<file path="src/rtl/inv_sub_bytes_iter.sv">
// ============================================================================
//  Module      : inv_sub_bytes_iter
//  Description : Iterative AES InvSubBytes engine. Each byte passes through the
//                inverse affine map and is then inverted in GF(2^8) as x^254
//                by square-and-multiply. LANES bytes are processed per group,
//                and each group takes 8 cycles.
//  Revision    : 1.0 - initial release
// ============================================================================
`default_nettype none

module inv_sub_bytes_iter #(
    parameter int LANES = 1
) (
    input  logic         clk,
    input  logic         rst,
    input  logic         in_valid,
    output logic         in_ready,
    input  logic [127:0] in_state,
    output logic         out_valid,
    input  logic         out_ready,
    output logic [127:0] out_state,
    output logic         busy
);

    localparam int GROUPS = 16 / LANES;
    localparam int GW     = (GROUPS > 1) ? $clog2(GROUPS) : 1;
    // The top LANES bytes are set; shifting right selects the active group.
    localparam logic [127:0] LANE_MASK = ~({128{1'b1}} >> (LANES * 8));

    generate
        if (!(LANES == 1 || LANES == 2 || LANES == 4 || LANES == 8 || LANES == 16)) begin : g_lanes_check
            $error("inv_sub_bytes_iter: LANES must be 1, 2, 4, 8 or 16");
        end
    endgenerate

    typedef enum logic [1:0] {
        IDLE    = 2'd0,
        LOAD    = 2'd1,
        COMPUTE = 2'd2,
        DONE    = 2'd3
    } state_t;

    state_t         state;
    state_t         state_next;
    logic [127:0]   work;
    logic [GW-1:0]  group;
    logic [2:0]     step;
    logic [7:0]     r      [LANES];
    logic [7:0]     x      [LANES];
    logic [7:0]     x_load [LANES];
    logic [7:0]     r_step [LANES];
    logic [7:0]     r_fin  [LANES];
    logic [6:0]     shamt;
    logic [127:0]   work_shift;
    logic [127:0]   fin_packed;
    logic [127:0]   wr_mask;
    logic [127:0]   wr_data;

    // GF(2^8) multiply, reduced modulo x^8+x^4+x^3+x+1.
    function automatic logic [7:0] gf_mul(input logic [7:0] a, input logic [7:0] b);
        logic [7:0] p;
        logic [7:0] aa;
        p  = 8'h00;
        aa = a;
        for (int i = 0; i < 8; i++) begin
            if (b[i]) p = p ^ aa;
            aa = {aa[6:0], 1'b0} ^ (aa[7] ? 8'h1B : 8'h00);
        end
        return p;
    endfunction

    // Inverse of the S-box affine transform.
    function automatic logic [7:0] inv_affine(input logic [7:0] y);
        return {y[6:0], y[7]} ^ {y[4:0], y[7:5]} ^ {y[1:0], y[7:2]} ^ 8'h05;
    endfunction

    assign in_ready  = (state == IDLE);
    assign out_valid = (state == DONE);
    assign busy      = (state == LOAD) || (state == COMPUTE);

    // Per-lane arithmetic: group byte selection, load value, iteration step, final square.
    always_comb begin
        shamt      = 7'(int'(group) * LANES * 8);
        work_shift = work << shamt;
        fin_packed = '0;
        for (int l = 0; l < LANES; l++) begin
            x_load[l] = inv_affine(work_shift[127-8*l -: 8]);
            r_step[l] = gf_mul(gf_mul(r[l], r[l]), x[l]);
            r_fin[l]  = gf_mul(r[l], r[l]);
            fin_packed[127-8*l -: 8] = r_fin[l];
        end
        wr_mask = LANE_MASK >> shamt;
        wr_data = fin_packed >> shamt;
    end

    // State register.
    always_ff @(posedge clk or posedge rst) begin
        if (rst) state <= IDLE;
        else     state <= state_next;
    end

    // Next-state logic.
    always_comb begin
        state_next = state;
        case (state)
            IDLE:    if (in_valid) state_next = LOAD;
            LOAD:    state_next = COMPUTE;
            COMPUTE: if (step == 3'd7) state_next = (group == GW'(GROUPS - 1)) ? DONE : LOAD;
            DONE:    if (out_ready) state_next = IDLE;
            default: state_next = IDLE;
        endcase
    end

    // Datapath: capture input, iterate lanes, write finished group into out_state.
    always_ff @(posedge clk or posedge rst) begin
        if (rst) begin
            work      <= '0;
            group     <= '0;
            step      <= '0;
            out_state <= '0;
            for (int l = 0; l < LANES; l++) begin
                r[l] <= 8'h00;
                x[l] <= 8'h00;
            end
        end else begin
            case (state)
                IDLE: begin
                    if (in_valid) begin
                        work  <= in_state;
                        group <= '0;
                    end
                end
                LOAD: begin
                    for (int l = 0; l < LANES; l++) begin
                        x[l] <= x_load[l];
                        r[l] <= x_load[l];
                    end
                    step <= 3'd1;
                end
                COMPUTE: begin
                    if (step == 3'd7) begin
                        out_state <= (out_state & ~wr_mask) | wr_data;
                        if (group != GW'(GROUPS - 1)) group <= group + GW'(1);
                    end else begin
                        for (int l = 0; l < LANES; l++) r[l] <= r_step[l];
                        step <= step + 3'd1;
                    end
                end
                default: ;
            endcase
        end
    end

endmodule

`default_nettype wire
</file>
<file path="config.mk">
export PLATFORM = sky130hd
export DESIGN_NAME = inv_sub_bytes_iter
export DESIGN_NICKNAME = d
export VERILOG_FILES = /design/src/rtl/inv_sub_bytes_iter.sv
export SDC_FILE = /design/constraint.sdc
export NUM_CORES = 1
export LEC_CHECK = 0
export CAP_MARGIN = 20
export CORE_ASPECT_RATIO = 1.2
export CORE_MARGIN = 2
export CORE_UTILIZATION = 30
export DETAILED_ROUTE_END_ITERATION = 12
export PLACE_DENSITY = 0.55
export SYNTH_ARGS = -nofsm -noshare
export SYNTH_HDL_FRONTEND = slang
export SYNTH_SLANG_ARGS = --single-unit
</file>
<file path="constraint.sdc">
create_clock -name clk -period 13.38 [get_ports clk]
set_clock_uncertainty 0.05 [all_clocks]
set_input_delay 2.676 -clock clk [delete_from_list [all_inputs] [get_ports clk]]
set_output_delay 2.676 -clock clk [all_outputs]
set_load 0.01 [all_outputs]
</file>
======== After elaboration in Yosys (flattened, before gate mapping) ========
Index checks and enable logic that the tools add are counted.
word-level totals
  bits in registers ....................... 281
  bits of input ports ..................... 132
  output and inout port bits .............. 131
  logic and storage cells ................. 109
operators by class
  add/subtract/negate cells ............... 2
  mux-type cells .......................... 43
  shift operators ......................... 3
  equal/unequal tests ..................... 11
  reductions and logical operators ........ 9
  bitwise gates (word level) .............. 34
operators by type and width
  cell                                                    count
  two-way mux 8 bit                                       17
  bitwise AND 128 bit                                     1
  NOT 128 bit                                             1
  OR 128 bit                                              1
  left shift 128 x 7 -> 128 bit                           1
  >> shifter 128 x 7 -> 128 bit                           1
  >> shifter 128 x 7 -> 128 bit (first input constant)    1
  bitwise XOR 8 bit                                       16
  bitwise XOR 8 x 5 -> 8 bit                              14
  two-way mux 5 bit                                       14
  one-hot mux 8 bit (2 select lines)                      1
  two-way mux 4 bit                                       3
  two-way mux 2 bit                                       4
  one-hot mux 2 bit (4 select lines)                      1
  one-hot mux 4 bit (2 select lines)                      1
  inequality test 2 x 1 -> 1 bit (second input constant)  3
  one-hot mux 3 bit (2 select lines)                      1
  AND reduction 2 bit                                     3
  adder 4 x 1 -> 4 bit (second input constant)            1
  == test 2 bit (second input constant)                   2
  == test 4 bit (second input constant)                   1
  inequality test 2 bit (second input constant)           2
  inequality test 4 bit (second input constant)           1
  AND reduction 4 bit                                     1
  other kinds (9)                                         10

======== Logic depth before layout (Yosys ltp) ========
Gate-level depths: netlist (run 1).
  depth after elaboration ................. 34
  depth in mapped cells ................... 13
  depth with buffers taken out ............ 11

======== Worst setup path after synthesis (run 1) ========
No wires, ideal clock.
  path type ............................... input port to flip-flop
  start ................................... in in_valid
  end ..................................... reg work[12]
  stages .................................. 4
  arrival time ............................ 3.788 ns
  required time ........................... 13.205 ns
  path buffers ............................ 2
  library setup time ...................... 0.125 ns
  slack ................................... 9.418 ns
  path through ............................ nand2_1 clkbuf_1 clkbuf_1 mux2_2
between the ends
  word-level cells in the longest chain between the ends .. 1
RTL lines
  item                           RTL line  source
  start: declaration             16        input logic in_valid,
  AND reduction 2 bit (no line)  -
  end signal: assignment         129       work <= in_state;
  end: declaration               45        logic [127:0] work;
Every way passes these cells.
A chain may end at the register's enable or synchronous reset.

======== Final worst setup path (run 1) ========
  start ................................... reg state[0]
  end ..................................... out busy
between the ends
  word-level cells in the longest chain between the ends .. 2
  elaborated cells between the ends (all ways) .. 3
  classes of those cells .................. 2 x eq/ne; 1 x reduce/logical
RTL lines
  item                                                            RTL line  source
  start: declaration                                              43        state_t state;
  start signal: assignment                                        99        else state <= state_next;
  == test 2 x 1 -> 1 bit / == test 2 bit (equally long branches)  79        assign busy = (state == LOAD) || (state == COMPUTE);
  logical OR 1 bit *                                              79
  end: declaration                                                22        output logic busy
Mark *: on every way between the ends. The rest lies on a longest branch, timed or not.

==> metrics.md, run 1 <==
| Metric | Value |
|---|---|
| Die X | `200.1 um` |
| Drt pass-1 iters | `5` |
| Slowest stage cell, crit path | `clkdlybuf4s50_1` |
| Vias in the first global route | `10400` |
| Final setup vio count | `0` |
| WP buf/inv | `2` |
| F_max | `0.2032 GHz` |
| Largest net degree at the start of global routing | `about 150` |
| EDFF count, synth | `0` |
| Pre-CTS WS | `8.005 ns` |
| Critical-path maximum fanout | `8` |
| Mean Syn Cell Area | `approximately 12 um^2` |
| Cts bufs inserted | `29` |
| H-tree Lvls | `1` |
| Leakage power | `8.140 nW` |
| Crit path max-delay family | `buffers and inverters` |
| Most frequent cells in the layout | `dfrtp_1 (279), clkdlybuf4s50_1 (262), nand2_1 (137)` |
| Cts repair resizes | `0` |
| Routed WL per cell | `around 21 um` |
| Commonest non-fill, non-tap cell in the layout | `dfrtp_1` |
| Switching part of the total | `0.2050` |
| Clock sink count | `281` |
| CTS root buffer | `clkbuf_16` |
| Antenna-violating nets left | `0` |
| DP Wirelength | `31490 um` |
| IO Count | `263` |
| Pwr Total | `between 1.5 and 2 mW` |
| Setup Buffers After CTS | `0` |
| CTS tree | `yes` |
| Rel. slew slack | `0.3315` |
| CP Launch Type | `register` |
| Initial antenna violation count | `7` |
| Initial Util | `0.3027` |
| CP arrival | `roughly 2.2 ns` |
| Share of cells above drive strength 1 | `0.1847` |
| Critical path endpoint category | `primary output` |
| GRT Residual Overflow | `0` |
| Switching pwr | `0.3646 mW` |
| Worst-Margin Slew | `0.9950 ns` |
| Hold slack | `0.4354 ns` |
| Die footprint | `between 40000 and 50000 um^2` |
| Clk pwr share | `0.488` |
| Vias | `10090` |
| Sequential share of power | `0.478` |
| Min-Delay Path Class | `reg -> reg` |
| Reg clk slew, reported paths | `around 0.06 ns` |
| Hold-fix buffers, CTS | `0` |
| Die height | `roughly 240 um` |
| Clk_lat worst skew | `between 0.5 and 0.6 ns` |
| I/O Buffers | `262` |
| Post-DR vias/cell | `5.000` |
| Fin crit period | `4.921 ns` |
| Comb power frac | `0.034` |
| Final WL | `about 43000 um` |
| Maxcap violations | `0` |
| Internal | `1.414 mW` |
| Setup TNS | `0 ns` |
| First-pass GRT wire length | `64240 um` |
| Total GRT Usage | `0.1745` |
| Post-synth ARST share | `1.000` |
| Seq cells post-synth | `281` |
| RSZ-0062 raised after global routing | `false` |
| Critical setup path kind | `reg -> out` |
| Syn_nets | `1276` |
| Rows | `86` |
| Crit share post-route | `0.3678` |
| Worst vdd ir | `0.07491 mV` |
| Top FF cell, synth | `dfrtp_1` |
| Synth warnings | `0` |
| Pwr per Cell Area | `97.77 nW/um^2` |
| Final Hold Fails | `0` |
| DRC | `0` |
| Mapped cell area | `13840 um^2` |
| Slowest stage delay, CP | `roughly 0.63 ns` |
| Nets | `1525` |
| Filler Cell Count | `4388` |
| Synth-to-Final Area Change | `31.40%` |
| Yosys cell types | `approximately 70` |
| Status | `finished clean` |
| Max Transition Viols Final | `0` |
| Crit path cell chain | `inv_1 -> ha_1 -> clkdlybuf4s50_1` |
| Initial DRC count | `593` |
| Final GP Congestion | `0.8281` |
| Syn Inst Count | `1131` |
| Clk buf depth | `3` |
| Core ar. | `45730 um^2` |
| Setup slack after layout | `approximately 8.5 ns` |
| Sequential share of the synthesized area | `0.5079` |
| WP data required | `around 11 ns` |
logic make-up after synthesis:
family / share of synthesized area
compound gates: 0.1167
xor+xnor: 0.07971
buf+inv: 0.02314
simple gates: 0.07890
flops: 0.5079
mux: 0.1819
fa+ha+maj: 0.01175
stage by stage:
step                cell area [um^2]  std cells    util
finish                         18190       2019  0.3978
global route                   18190       2018  0.3977
CTS                            18130       2016  0.3965
global placement               17100       1962  0.3738
detailed placement             17100       1963  0.3740
floorplan                      13840       1131       -
worst paths after layout:
| kind | cells past startpoint | slack, ns | startpoint | end |
|---|---|---|---|---|
| setup / recovery | 3 | 8.46 | state[0]$_DFFE_PP0P_ | busy |
| hold / removal | 2 | 0.44 | out_state[51]$_DFFE_PP0P_ | out_state[51]$_DFFE_PP0P_ |
| setup reg to reg | 11 | 8.95 | r[7]$_DFFE_PP0P_ | r[5]$_DFFE_PP0P_ |
| hold reg to reg | 2 | 0.44 | out_state[51]$_DFFE_PP0P_ | out_state[51]$_DFFE_PP0P_ |
| min in group asynchronous | 2 | 2.42 | rst | work[126]$_DFFE_PP0P_ |
| max in group asynchronous | 5 | 9.33 | rst | group[1]$_DFFE_PP0P_ |
power by group through the flow:
stage               sequential (mW)  combinational, mW  clock [mW]
floorplan                     0.866             0.0127           0
global placement              0.865             0.0599           0
detailed placement            0.865             0.0600           0
CTS                           0.850             0.0602       0.890
global route                  0.849             0.0665       0.929
finish                        0.850             0.0602       0.869
cell usage after synthesis (7+ instances only):
master      n  area (um^2)
nor2_1     28        105.1
inv_1      16        60.06
dfrtp_1   281         7032
nand2_1   138        518.0
o22ai_1     8        50.05
a22oi_1     9        67.56
xor2_1     13        113.9
nor3_1     14        70.07
nand3_1    24        120.1
buf_1       7        26.28
xnor3_1    11        247.7
mux2_2    133         1498
ha_1       13        162.7
a22o_1     65        569.3
mux2i_1    12        120.1
a21oi_1    19        95.09
clkbuf_1   39        146.4
o21ai_0    88        440.4
mux4_2     40        900.9
buf_2      10        50.05
xnor2_1    60        525.5
sequential cells by signal, indices dropped and copies added (netlist names):
signal     cells
work         128
out_state    128
x              8
group          4
r              8
state          2
step           3
routing by layer:
metal	vias to the layer above	global-route usage	share of wire
met5	-	0	0.0016
met4	12	0.06287	0.033
met3	81	0.03551	0.056
met2	311	0.3114	0.51
met1	5083	0.2081	0.40
li1	4607	-	-
worst register-to-register path: cells and delay by family, from the launching register on:
kind / cells / cell delay [ns]
adder cells (fa/ha/maj): 1 / 0.60
XOR/XNOR: 3 / 1.42
AO/OA/AOI/OAI: 4 / 0.79
flip-flops: 1 / 0.65
AND/OR/NAND/NOR: 3 / 0.80
cell type report:
type | instances | area (um^2) | area share
flip-flops and latches | 281 | 7034 | 0.3867
multi-input cells | 772 | 6500 | 0.3573
repair buffers | 277 | 2773 | 0.1524
clock buffers | 40 | 827.0 | 0.04546
well taps | 616 | 770.7 | 0.04237
clock inverters | 13 | 205.2 | 0.01128
inverters | 19 | 78.83 | 0.004333
diodes | 1 | 2.502 | 0.0001376
(Power assumes the default switching activity.)
==> run 2, diff against run 1 <==
==> constraint.sdc (replaced) <==
create_clock -name clk -period 5 [get_ports clk]
set_clock_uncertainty 0.05 [all_clocks]
set_input_delay 1 -clock clk [delete_from_list [all_inputs] [get_ports clk]]
set_output_delay 1 -clock clk [all_outputs]
set_load 0.01 [all_outputs]
==> run 2 against run 1 <==
Effect of this change:
- global-route usage up 0.69 points
- worst setup slack worse by 7.8 ns
- routed wire length up 4.5%
- final cell count up 0.20%
- combinational power rose to 2.6 times the previous value
- hold slack worse by 0.0033 ns
- sequential share of layout area about the same
- clock power rose to 2.6 times the previous value
- sequential power rose to 2.7 times the previous value
- largest cell class unchanged
- largest power group is now registers
==> metrics.md, run 2 (synthesis gave the netlist of run 1 again) <==
| Metric | Value |
|---|---|
| Synth-to-Final Area Change | `31.42% (about the same)` |
| Setup slack after layout | `0.6174 ns (-7.842 ns)` |
| Maxcap violations | `0 (unchanged)` |
| Commonest non-fill, non-tap cell in the layout | `dfrtp_1` |
| CTS tree | `yes` |
| Pwr per Cell Area | `255.8 nW/um^2 (+160%)` |
| Critical-path maximum fanout | `19 (+11)` |
| CP arrival | `4.76 ns (+2.56 ns)` |
| F_max | `0.2282 GHz` |
| FF-to-FF Start | `r[7]$_DFFE_PP0P_` |
| Worst hold path depth | `2 (unchanged)` |
| Total GRT Usage | `0.1814 (+0.006934)` |
| Most frequent cells in the layout | `dfrtp_1 (279), clkdlybuf4s50_1 (262), nand2_1 (137)` |
| Fin util | `0.3979 (about the same)` |
| Antenna-violating nets left | `0 (unchanged)` |
| Hold slack | `0.4320 ns (-0.003329 ns)` |
| Vias | `10120 (+0.23%)` |
| Hold-fix buffers, CTS | `0 (unchanged)` |
| Die height | `239.3 um (unchanged)` |
| Cts repair resizes | `0 (unchanged)` |
| First-pass GRT wire length | `66490 um (+3.5%)` |
| Routed WL per cell | `22.00 um (+4.3%)` |
| Critical setup path kind | `reg -> reg` |
| Clock sink count | `281 (unchanged)` |
| Antenna cell count | `0 (-1)` |
| Initial antenna violation count | `3 (-4)` |
| Initial DRC count | `620 (+4.6%)` |
| Min-Delay Path Class | `reg -> reg` |
| Switching pwr | `0.9666 mW (+170%)` |
| Largest net degree at the start of global routing | `85 (-42%)` |
| Die X | `200.1 um (unchanged)` |
| Setup TNS | `0 ns (unchanged)` |
| Clk_lat worst skew | `0.57 ns (+0.02 ns)` |
| Critical path endpoint category | `register` |
| Final WL | `44520 um (+4.5%)` |
| Status | `finished clean` |
| GRT Residual Overflow | `0 (unchanged)` |
| IO Count | `263 (unchanged)` |
| CP Launch Type | `register` |
| DP Wirelength | `33120 um (+5.2%)` |
| Clk pwr share | `0.478 (-0.010)` |
| Cts bufs inserted | `30 (+3.4%)` |
| RSZ-0062 raised after global routing | `false` |
| Flop2flop setup slack | `0.62 ns (-8.33 ns)` |
| Setup Buffers After CTS | `0 (unchanged)` |
| CTS root buffer | `clkbuf_16` |
| Max Transition Viols Final | `0 (unchanged)` |
| Rows | `86 (unchanged)` |
| Internal | `3.687 mW (+160%)` |
| Drt pass-1 iters | `5 (unchanged)` |
| Reg clk slew, reported paths | `0.07 ns (about the same)` |
| Worst vdd ir | `0.2441 mV (+230%)` |
| Cell depth of the worst flop-to-flop path | `11 (unchanged)` |
| DRC | `0 (unchanged)` |
| H-tree Lvls | `1 (unchanged)` |
| I/O Buffers | `262 (unchanged)` |
| Initial Util | `0.3027 (unchanged)` |
| Vias in the first global route | `10390 (-0.087%)` |
| Core ar. | `45730 um^2 (unchanged)` |
| Die footprint | `47890 um^2 (unchanged)` |
| Final setup vio count | `0 (unchanged)` |
| Clk buf depth | `3 (unchanged)` |
| RR Endpoint | `r[5]$_DFFE_PP0P_` |
| Final GP Congestion | `0.9288 (+12%)` |
| Post-DR vias/cell | `5.001 (about the same)` |
| Share of cells above drive strength 1 | `0.1848 (about the same)` |
| Fin crit period | `4.383 ns` |
| Pre-CTS WS | `0.7152 ns (-7.290 ns)` |
| Worst-Margin Slew | `1.087 ns (+0.09175 ns)` |
| Largest registers | `out_state x128, work x128` |
| Crit share post-route | `0.8765` |
| Nets | `1532 (+0.46%)` |
| Switching part of the total | `0.2077 (+0.002715)` |
| Hold EP | `out_state[4]$_DFFE_PP0P_` |
| Dpl cells | `1971 (+0.41%)` |
| Sequential share of power | `0.489 (+0.011)` |
| Fin cells | `2023 (+0.20%)` |
| Worst Hold Launch | `out_state[4]$_DFFE_PP0P_` |
| Rel. slew slack | `0.2699 (-0.06164)` |
| Comb power frac | `0.034 (about the same)` |
| Leakage power | `8.149 nW (+0.11%)` |
| WP data required | `5.38 ns (-5.27 ns)` |
| Final Hold Fails | `0 (unchanged)` |
-- run 2: changes by cell type in the layout (fill, tap and decap cells not counted), sizes merged --
cell	change
diode	-1
clkbuf	+6
clkinvlp	-1
buf	+6
bufinv	-3
inv	-3
-- run 2: how the worst max path moves through the flow --
stage                                 from  slack, ns                   end  cells after the start
after floorplan                        rst       0.23  group[0]$_DFFE_PP0P_                      1
after global placement    r[7]$_DFFE_PP0P_       0.74      r[5]$_DFFE_PP0P_                     11
after detailed placement  r[7]$_DFFE_PP0P_       0.72      r[5]$_DFFE_PP0P_                     11
after CTS                 r[7]$_DFFE_PP0P_       0.68      r[5]$_DFFE_PP0P_                     11
after global routing      r[7]$_DFFE_PP0P_       0.44      r[5]$_DFFE_PP0P_                     11
final                     r[7]$_DFFE_PP0P_       0.62      r[5]$_DFFE_PP0P_                     11
-- run 2: final cells by class --
type,count,area [um^2]
clock buffer,46,892.1
clock inverter,6,82.58
fill,4348,27540
inverter,19,75.07
multi-input combinational,772,6500
sequential,281,7034
tap,616,770.7
timing repair buffer,283,2840
-- run 2: worst max-delay path, stage by stage, from the launching register on --
cell	delay, ns
dfrtp_1	0.64
ha_1	0.56
xor3_1	0.49
o21a_1	0.23
nor2_4	0.30
xnor3_2	0.56
xnor2_4	0.35
nand2_2	0.10
a21o_1	0.19
a211oi_1	0.28
nor4_1	0.10
or3_1	0.37
-- run 2: metrics by stage --
| step | power, mW | area (um^2) |
|---|---|---|
| after CTS | 4.732 | 18200 |
| after detailed placement | 2.478 | 17220 |
| after global placement | 2.477 | 17220 |
| after floorplan | 2.351 | 13850 |
| after global routing | 4.826 | 18200 |
| final | 4.654 | 18200 |
-- run 2: power by group through the flow --
stage / combinational [mW] / clock [mW] / sequential [mW]
floorplan: 0.0345 / 0 / 2.32
global placement: 0.161 / 0 / 2.32
detailed placement: 0.162 / 0 / 2.32
CTS: 0.163 / 2.30 / 2.27
global route: 0.173 / 2.38 / 2.27
finish: 0.157 / 2.22 / 2.27
-- run 2: per-layer routing --
metal,GRT usage,share of wire,up-vias
li1,-,-,4609
met1,0.2116,0.38,5123
met2,0.3277,0.52,295
met3,0.03946,0.062,84
met4,0.06536,0.034,6
met5,0,0.00090,-
